[config.mk]
export PLATFORM = sky130hd
export DESIGN_NAME = keypad_display_system
export DESIGN_NICKNAME = d
export VERILOG_FILES = /design/src/rtl/keypad_display_system.sv
export SDC_FILE = /design/constraint.sdc
export NUM_CORES = 1
export LEC_CHECK = 0
export CAP_MARGIN = 20
export CORE_MARGIN = 2
export CORE_UTILIZATION = 60
export CTS_BUF_LIST = sky130_fd_sc_hd__clkbuf_8
export DETAILED_ROUTE_END_ITERATION = 8
export PLACE_DENSITY = 0.92
export REMOVE_ABC_BUFFERS = 1
export SYNTH_ARGS = -nofsm -noshare
export SYNTH_HDL_FRONTEND = slang
export SYNTH_SLANG_ARGS = --single-unit
[constraint.sdc]
create_clock -name clk -period 3.5 [get_ports clk]
set_clock_uncertainty 0.2 [all_clocks]
set_input_delay 0.7 -clock clk [delete_from_list [all_inputs] [get_ports clk]]
set_output_delay 0.7 -clock clk [all_outputs]
set_load 0.02 [all_outputs]
[src/rtl/keypad_display_system.sv]
// 4x4 keypad scanner with press detection, hex history display and press counter.
// Optional build macro: KEYPAD_DEBOUNCE_EN (require 3 identical hit frames before accepting).
module keypad_display_system #(
  parameter int clk_freq       = 50000000,
  parameter int uart_baud_rate = 1152000,
  parameter int scan_hz        = 1000000,
  parameter int display_hz     = 1000
) (
  input  logic       clk,
  input  logic       rst,
  input  logic [3:0] columnas,
  output logic [3:0] filas,
  output logic [6:0] seg,
  output logic [3:0] an,
  output logic [7:0] gpio_out
);

  localparam int ROW_RAW = (scan_hz < 1) ? clk_freq : clk_freq / scan_hz;
  localparam int ROW_DIV = (ROW_RAW < 1) ? 1 : ROW_RAW;
  localparam int ROW_TC  = ROW_DIV - 1;
  localparam int ROW_W   = (ROW_DIV > 1) ? $clog2(ROW_DIV) : 1;
  localparam int DIG_RAW = (display_hz < 1) ? clk_freq : clk_freq / display_hz;
  localparam int DIG_DIV = (DIG_RAW < 1) ? 1 : DIG_RAW;
  localparam int DIG_TC  = DIG_DIV - 1;
  localparam int DIG_W   = (DIG_DIV > 1) ? $clog2(DIG_DIV) : 1;

  // The baud rate only exists for the SoC wrapper; reject nonsense values at elaboration.
  if (uart_baud_rate < 1) begin : g_baud_check
    $error("uart_baud_rate must be positive");
  end

  typedef enum logic [0:0] {ST_IDLE, ST_PRESSED} state_t;

  logic [ROW_W-1:0] row_div_r;
  logic [1:0]       row_cnt_r;
  logic [3:0]       filas_r;
  logic             acc_hit_r;
  logic [3:0]       acc_code_r;
  logic             frame_done_r;
  logic             frame_hit_r;
  logic [3:0]       frame_code_r;
  logic             slot_end_s;
  logic             samp_hit_s;
  logic [1:0]       samp_col_s;
  logic             cur_hit_s;
  logic [3:0]       cur_code_s;

  state_t           state_r, state_s;
  logic [15:0]      history_r, history_s;
  logic [7:0]       count_r, count_s;

  logic [DIG_W-1:0] dig_div_r;
  logic [1:0]       dig_cnt_r;
  logic [6:0]       seg_r;
  logic [3:0]       an_r;

  function automatic logic [6:0] hex_glyph(input logic [3:0] nib);
    logic [6:0] g;
    case (nib)
      4'h0:    g = 7'b1000000;
      4'h1:    g = 7'b1111001;
      4'h2:    g = 7'b0100100;
      4'h3:    g = 7'b0110000;
      4'h4:    g = 7'b0011001;
      4'h5:    g = 7'b0010010;
      4'h6:    g = 7'b0000010;
      4'h7:    g = 7'b1111000;
      4'h8:    g = 7'b0000000;
      4'h9:    g = 7'b0010000;
      4'hA:    g = 7'b0001000;
      4'hB:    g = 7'b0000011;
      4'hC:    g = 7'b1000110;
      4'hD:    g = 7'b0100001;
      4'hE:    g = 7'b0000110;
      4'hF:    g = 7'b0001110;
      default: g = 7'b1111111;
    endcase
    return g;
  endfunction

  // Current slot's sample folded into the frame accumulator (first hit in row/col order wins).
  always_comb begin
    slot_end_s = (row_div_r == ROW_TC[ROW_W-1:0]);
    samp_hit_s = |columnas;
    if (columnas[0]) begin
      samp_col_s = 2'd0;
    end else if (columnas[1]) begin
      samp_col_s = 2'd1;
    end else if (columnas[2]) begin
      samp_col_s = 2'd2;
    end else begin
      samp_col_s = 2'd3;
    end
    if ((row_cnt_r == 2'd0) || !acc_hit_r) begin
      cur_hit_s  = samp_hit_s;
      cur_code_s = {row_cnt_r, samp_col_s};
    end else begin
      cur_hit_s  = 1'b1;
      cur_code_s = acc_code_r;
    end
  end

  // Row scanning, slot-end sampling and frame result capture.
  always_ff @(posedge clk) begin
    if (rst) begin
      row_div_r    <= '0;
      row_cnt_r    <= 2'd0;
      filas_r      <= 4'b0001;
      acc_hit_r    <= 1'b0;
      acc_code_r   <= 4'h0;
      frame_done_r <= 1'b0;
      frame_hit_r  <= 1'b0;
      frame_code_r <= 4'h0;
    end else begin
      frame_done_r <= 1'b0;
      if (slot_end_s) begin
        row_div_r  <= '0;
        row_cnt_r  <= row_cnt_r + 2'd1;
        filas_r    <= {filas_r[2:0], filas_r[3]};
        acc_hit_r  <= cur_hit_s;
        acc_code_r <= cur_code_s;
        if (row_cnt_r == 2'd3) begin
          frame_done_r <= 1'b1;
          frame_hit_r  <= cur_hit_s;
          frame_code_r <= cur_code_s;
        end
      end else begin
        row_div_r <= row_div_r + ROW_W'(1);
      end
    end
  end

`ifdef KEYPAD_DEBOUNCE_EN
  logic [1:0] deb_cnt_r, deb_cnt_s;
  logic [3:0] deb_code_r, deb_code_s;
`endif

  // Press FSM next-state: one accepted event per press, released by a no-hit frame.
  always_comb begin
    state_s   = state_r;
    history_s = history_r;
    count_s   = count_r;
`ifdef KEYPAD_DEBOUNCE_EN
    deb_cnt_s  = deb_cnt_r;
    deb_code_s = deb_code_r;
`endif
    case (state_r)
      ST_IDLE: begin
        if (frame_done_r && frame_hit_r) begin
`ifdef KEYPAD_DEBOUNCE_EN
          if ((deb_cnt_r != 2'd0) && (frame_code_r == deb_code_r)) begin
            deb_cnt_s = deb_cnt_r + 2'd1;
          end else begin
            deb_cnt_s = 2'd1;
          end
          deb_code_s = frame_code_r;
          if (deb_cnt_s == 2'd3) begin
            deb_cnt_s = 2'd0;
            history_s = {history_r[11:0], frame_code_r};
            count_s   = count_r + 8'd1;
            state_s   = ST_PRESSED;
          end else begin
            state_s = ST_IDLE;
          end
`else
          history_s = {history_r[11:0], frame_code_r};
          count_s   = count_r + 8'd1;
          state_s   = ST_PRESSED;
`endif
        end else if (frame_done_r) begin
`ifdef KEYPAD_DEBOUNCE_EN
          deb_cnt_s = 2'd0;
`endif
          state_s = ST_IDLE;
        end else begin
          state_s = ST_IDLE;
        end
      end
      ST_PRESSED: begin
        if (frame_done_r && !frame_hit_r) begin
          state_s = ST_IDLE;
        end else begin
          state_s = ST_PRESSED;
        end
      end
      default: state_s = ST_IDLE;
    endcase
  end

  // Press FSM state, history and counter registers.
  always_ff @(posedge clk) begin
    if (rst) begin
      state_r   <= ST_IDLE;
      history_r <= 16'h0000;
      count_r   <= 8'h00;
`ifdef KEYPAD_DEBOUNCE_EN
      deb_cnt_r  <= 2'd0;
      deb_code_r <= 4'h0;
`endif
    end else begin
      state_r   <= state_s;
      history_r <= history_s;
      count_r   <= count_s;
`ifdef KEYPAD_DEBOUNCE_EN
      deb_cnt_r  <= deb_cnt_s;
      deb_code_r <= deb_code_s;
`endif
    end
  end

  // Digit multiplexing; seg and an are loaded together from the same digit index.
  always_ff @(posedge clk) begin
    if (rst) begin
      dig_div_r <= '0;
      dig_cnt_r <= 2'd0;
      seg_r     <= 7'b1000000;
      an_r      <= 4'b1110;
    end else begin
      if (dig_div_r == DIG_TC[DIG_W-1:0]) begin
        dig_div_r <= '0;
        dig_cnt_r <= dig_cnt_r + 2'd1;
      end else begin
        dig_div_r <= dig_div_r + DIG_W'(1);
      end
      seg_r <= hex_glyph(history_r[{dig_cnt_r, 2'b00} +: 4]);
      an_r  <= ~(4'b0001 << dig_cnt_r);
    end
  end

  assign filas    = filas_r;
  assign seg      = seg_r;
  assign an       = an_r;
  assign gpio_out = count_r;

endmodule

==> flow_summary.yaml, run 1 <==
outcome:
  status: "finished clean"
pwr:
  p_leak_nw: 1.31
  powerDensity_nw_per_um2: 426
  p_comb_share_pct: 2.2
  ir_worst_vdd_uv: 309
  seqPwrFrac_pct: 54.7
  p_sw_share_pct: 22.0
  switchingPower_w: 0.000356
  clockPowerShare_pct: 43.1
  internal_power_w: 0.00126
detailed_routing:
  num_vias: 2489
  wl_per_cell_um: 12.5
  drtIter0Drc: 160
  drt-total-wl_um: 5780
  routed_via_density: 5.40
  detail-route-antenna-nets: 0
  post-route-drc-count: 0
  firstDrtPassIters: 4
global_routing:
  track_usage_pct: 20.4
  grt.busiest_layer: "met2"
  grt_use_met1_pct: 22.0
  grt_pass1_wl_um: 9760
  antenna_found_initial: 0
  grt_max_degree: 37
  grt_pass1_vias: 2322
  met3_usage_pct: 5.17
  met2_usage_pct: 35.9
  grt-ovfl-total: 0
placed_design:
  place_ws_ps: 1190
  gp_congestion: 0.861
  dp_hpwl_um: 3950
  portBuffers: 28
synth:
  syn_avg_cell_area_um2: 9.12
  synth_cells: 362
  seq_area_frac_synth_pct: 46.7
  async_flop_share_pct: 0
  ys.flop_type: "dfxtp_1"
  synth_area_um2: 3300
  synthTopCellsByArea: "dfxtp_1 47%, ha_1 6.1%, nor2_1 5.5%, xnor2_1 5.3%, nand2_1 5.0%"
  synth.most_common_cell: "dfxtp_1"
  ys_top_cells_by_count: "77 x dfxtp_1, 48 x nor2_1, 44 x nand2_1"
  yosys.cell_types.count: 39
  yosysWarningCount: 0
  ys_ff_latch: 77
  synth-edff-count: 0
  synth_top_cell_area_share_pct: 46.7
  yosys.area.top_type: "dfxtp_1"
clock_tree:
  clock_sink_count: 77
  cts_buffers: 9
  clk_pin_slew_worst_paths_ps: 70
  cts-root-buf: "clkbuf_8"
  cts_hold_buffers: 0
  cts_resized: 0
  post_cts_buffers: 0
  clkLatencyLatePin_ps: 350
  cts_tree: "built"
  h-tree-depth: 3
  cts_max_path_buffers: 2
final_layout:
  diodes: 0
  fillCellCount: 418
  layout.nets: 406
  drive_above_1_share_pct: 6.43
  fin_util_pct: 70.3
  area_growth_pct: 15.2
timing:
  tightest_slew_ps: 691
  rsz0062_at_grt: "false"
  hold_viol: 0
  tns_ps: 0
  period_minus_slack_ps: 2290
  fmax_mhz: 437
  drv_slew: 0
  finalWorstSetupSlack_ps: 1210
  fin_crit_sh_pct: 65.4
  setup_violations: 0
  timing.slew.headroom_pct: 53.9
worst_setup_path:
  end_kind: "flop"
  cp.required_ps: 3560
  crit_arrival_ps: 2350
  path_class: "reg2reg"
  critPathLaunchType: "flop"
  crit_path_max_fanout: 7
floorplanning:
  die_w_um: 78.2
  io_pins: 29
  fp-row-count: 27
  dieArea_um2: 6110
  start_util_pct: 61.1
  die_h_um: 78.2
  core_um2: 5410
flow_run:
  cap_violations: 0
hold_path:
  min_path_type: "reg2reg"
sequential cells by signal (all words and copies together), names as in the netlist, named ones only:
signal / cells
dig_div_r: 16
history_r: 16
gpio_out: 8
seg: 7
row_div_r: 6
acc_code_r: 4
an: 4
filas: 4
frame_code_r: 4
dig_cnt_r: 2
row_cnt_r: 2
acc_hit_r: 1
frame_done_r: 1
frame_hit_r: 1
cell type report:
| type | count | area, um^2 | share of cell area [%] |
|---|---|---|---|
| multi-input combinational | 254 | 1630 | 42.9 |
| sequential | 77 | 1540 | 40.6 |
| timing repair buffer | 29 | 283 | 7.44 |
| clock buffer | 11 | 151 | 3.98 |
| tap | 72 | 90.1 | 2.37 |
| clock inverter | 5 | 57.6 | 1.51 |
| inverter | 13 | 48.8 | 1.28 |
power groups by stage:
stage          registers, W  logic (W)  clock network (W)
2_1_floorplan      0.000906  0.0000147                  0
6_report           0.000887  0.0000351           0.000698
4_1_cts            0.000886  0.0000355           0.000711
3_5_place_dp       0.000907  0.0000352                  0
5_1_grt            0.000887  0.0000400           0.000747
3_3_place_gp       0.000907  0.0000335                  0
stage by stage:
step	power, W	instances	area (um^2)	hold slack (ps)
finish	0.00162	461	3800	258
global route	0.00167	461	3800	288
CTS	0.00163	461	3800	259
detailed placement	0.000942	445	3590	248
global placement	0.000940	445	3590	240
floorplan	0.000921	344	3220	226
per-layer routing:
metal | routed length [um] | vias to the layer above
met5 | 0 | -
met4 | 151 | 0
met3 | 179 | 13
met2 | 2970 | 38
met1 | 2480 | 1162
li1 | - | 1276
cell usage in the layout (no fill, tap or decap), types with 2 or more instances in the layout:
| cell type | Yosys | routed |
|---|---|---|
| xnor2_1 | 20 | 20 |
| nand4_1 | 4 | 4 |
| inv_1 | 13 | 13 |
| or3_1 | 2 | 2 |
| nand3_1 | 11 | 11 |
| nand2_1 | 44 | 44 |
| nor4_1 | 7 | 7 |
| nor2_1 | 48 | 48 |
| nand3b_1 | 2 | 2 |
| a21oi_1 | 23 | 23 |
| nor2b_1 | 3 | 3 |
| a311oi_1 | 2 | 2 |
| nand2b_1 | 5 | 5 |
| nor3_1 | 14 | 14 |
| and3_1 | 3 | 3 |
| clkdlybuf4s50_1 | 0 | 27 |
| a211oi_1 | 7 | 7 |
| nor4bb_1 | 2 | 2 |
| a211o_1 | 2 | 2 |
| xor2_1 | 5 | 5 |
| dfxtp_1 | 77 | 77 |
| and2_1 | 2 | 2 |
| clkbuf_8 | 0 | 11 |
| ha_1 | 16 | 16 |
| mux2i_1 | 13 | 13 |
| o21ai_0 | 5 | 5 |
| mux4_2 | 4 | 4 |
| clkinv_2 | 0 | 2 |
logic make-up (layout without fill, tap and decap cells):
kind of cell | count (synthesis) | count (layout) | synth area share, %
AO/OA/AOI/OAI | 43 | 43 | 7.77
flip-flops | 77 | 77 | 46.7
AND/OR/NAND/NOR | 151 | 151 | 21.4
XOR/XNOR | 25 | 25 | 6.63
adder cells (fa/ha/maj) | 16 | 16 | 6.07
multiplexers | 19 | 19 | 7.47
buffers and inverters | 31 | 58 | 3.94
critical path, stage by stage, from the launching register on:
cell and delay (ps):
dfxtp_1 540, mux4_2 620, inv_1 150, ha_1 270, mux2i_1 150, nor2_1 50
a211oi_1 220
path summary, 6_finish.rpt:
path                               from                    endpoint  slack [ps]  cells after the start
max           dig_cnt_r[0]$_SDFFE_PP0N_           seg[3]$_SDFF_PP0_        1210                      6
min          history_r[15]$_SDFFE_PP0P_  history_r[15]$_SDFFE_PP0P_         260                      2
max reg2reg   dig_cnt_r[0]$_SDFFE_PP0N_           seg[3]$_SDFF_PP0_        1210                      6
min reg2reg  history_r[15]$_SDFFE_PP0P_  history_r[15]$_SDFFE_PP0P_         260                      2
(Power assumes the default switching activity.)
==> run 2: changes to the inputs <==
Settings changed: CORE_UTILIZATION 60 to 54, PLACE_DENSITY 0.92 to 0.88.
Clock period 3.5 ns to 2.1 ns, I/O delays scaled along.
==> flow_summary.yaml, run 2 (synthesis gave the netlist of run 1 again) <==
outcome:
  status: "finished clean"
pwr:
  seqPwrFrac_pct: 53.1
  ir_worst_vdd_uv: 443
  p_sw_share_pct: 21.1
  p_leak_nw: 1.38
  clockPowerShare_pct: 44.6
  powerDensity_nw_per_um2: 708
  switchingPower_w: 0.000586
  internal_power_w: 0.00220
  p_comb_share_pct: 2.3
final_layout:
  ff_latch_area_um2: 1540
  final_cell_mix: "76 x dfxtp_1, 47 x nor2_1, 44 x nand2_1"
  area_growth_pct: 19.0
  diodes: 0
  layout.cells.non_filler: 476
  fillCellCount: 458
  layout.nets: 418
  multi_input_area_um2: 1630
  drive_above_1_share_pct: 9.73
  design_area_um2: 3930
  final_common_cell: "dfxtp_1"
placed_design:
  place_area_um2: 3690
  place_ws_ps: 43.4
  dp_hpwl_um: 4270
  place_inst: 459
  gp_congestion: 0.754
  portBuffers: 28
worst_setup_path:
  cp_num_buf_inv: 0
  crit_slowest_cell: "mux4_2"
  end_kind: "flop"
  crit_start: "dig_cnt_r[0]$_SDFFE_PP0N_"
  reg2reg_from: "dig_cnt_r[0]$_SDFFE_PP0N_"
  crit_path_max_fanout: 6
  r2r_setup_slack_ps: 80
  path_class: "reg2reg"
  crit_end: "seg[6]$_SDFF_PP1_"
  cpLargestDelayFamily: "multiplexers"
  crit_arrival_ps: 2050
  critPathLaunchType: "flop"
  r2r_cells: 4
  max_stage_delay_ps: 580
  cp.required_ps: 2130
  crit_chain: "mux4_2 -> ha_1 -> mux2_4 -> a211o_1"
  timing.rr.end: "seg[6]$_SDFF_PP1_"
  cp_num_cells: 4
timing:
  period_minus_slack_ps: 2020
  drv_slew: 0
  tightest_slew_ps: 624
  setup_violations: 0
  finalWorstSetupSlack_ps: 79.4
  rsz0062_at_grt: "false"
  fmax_mhz: 495
  fin_crit_sh_pct: 96.2
  tns_ps: 0
  timing.slew.headroom_pct: 58.3
  hold_viol: 0
detailed_routing:
  wl_per_cell_um: 12.6
  drt-total-wl_um: 5990
  routed_via_density: 5.27
  drtIter0Drc: 162
  post-route-drc-count: 0
  num_vias: 2508
  detail-route-antenna-nets: 0
  firstDrtPassIters: 4
global_routing:
  grt_pass1_vias: 2417
  track_usage_pct: 19.6
  grt_max_degree: 32
  grt_pass1_wl_um: 10400
  grt-ovfl-total: 0
  antenna_found_initial: 0
floorplanning:
  die_w_um: 82.2
  start_util_pct: 55.7
  die_h_um: 82.2
  dieArea_um2: 6750
  fp-row-count: 28
  core_um2: 5920
  io_pins: 29
clock_tree:
  clock_sink_count: 77
  cts_buffers: 9
  cts_hold_buffers: 0
  h-tree-depth: 3
  cts-root-buf: "clkbuf_8"
  cts_max_path_buffers: 2
  clk_pin_slew_worst_paths_ps: 80
  clkLatencyLatePin_ps: 340
  cts_tree: "built"
hold_path:
  min_path_type: "reg2reg"
flow_run:
  cap_violations: 0
run 2: worst min-delay path by stage:
stage	startpoint	endpoint	slack [ps]	cells after the start
after floorplan	frame_code_r[0]$_SDFFE_PP0P_	history_r[0]$_SDFFE_PP0P_	230	2
after global placement	history_r[14]$_SDFFE_PP0P_	history_r[14]$_SDFFE_PP0P_	240	2
after detailed placement	history_r[15]$_SDFFE_PP0P_	history_r[15]$_SDFFE_PP0P_	250	2
after CTS	history_r[15]$_SDFFE_PP0P_	history_r[15]$_SDFFE_PP0P_	260	2
after global routing	history_r[10]$_SDFFE_PP0P_	history_r[14]$_SDFFE_PP0P_	280	2
final	history_r[15]$_SDFFE_PP0P_	history_r[15]$_SDFFE_PP0P_	260	2
run 2: worst register-to-register path: stages (launching register included):
cell and delay [ps]:
dfxtp_2 360, mux4_2 580, ha_1 260, mux2_4 280, a211o_1 240
run 2: what timing repair did:
item                       in CTS  in global routing
gates resized for setup         0                  2
setup endpoints to repair       0                  4
buffers inserted                0                  1
run 2: metrics by stage:
step	hold WS (ps)	utilization [%]	total power, W
6_report	258	66.3	0.00278
5_1_grt	279	66.3	0.00288
2_1_floorplan	226	-	0.00153
4_1_cts	258	66.1	0.00280
3_5_place_dp	247	62.3	0.00158
3_3_place_gp	240	62.3	0.00157
run 2: layout make-up:
| class | instances | area share (%) |
|---|---|---|
| Timing Repair Buffer | 41 | 9.82 |
| Sequential cell | 77 | 39.3 |
| Clock buffer | 10 | 3.51 |
| Tap cell | 75 | 2.39 |
| Inverter | 13 | 1.24 |
| Clock inverter | 6 | 2.20 |
| Multi-Input combinational cell | 254 | 41.6 |
run 2: layer usage:
| metal | GRT usage [%] | share of wire, % |
|---|---|---|
| met4 | 7.67 | 1.4 |
| met3 | 3.91 | 3.1 |
| met1 | 22.2 | 45 |
| met2 | 35.9 | 51 |
| met5 | 0 | 0 |
run 2: power groups by stage:
stage | sequential, W | clock, W | combinational [W]
floorplan | 0.00151 | 0 | 0.0000245
global placement | 0.00151 | 0 | 0.0000621
detailed placement | 0.00151 | 0 | 0.0000641
CTS | 0.00148 | 0.00126 | 0.0000645
global route | 0.00148 | 0.00133 | 0.0000720
finish | 0.00148 | 0.00124 | 0.0000639
==> run 3: changes to the inputs <==
Settings changed: GPL_ROUTABILITY_DRIVEN from default to 0.
==> results of run 3 <==
The final DEF is identical to that of run 2; final timing and power are the same.
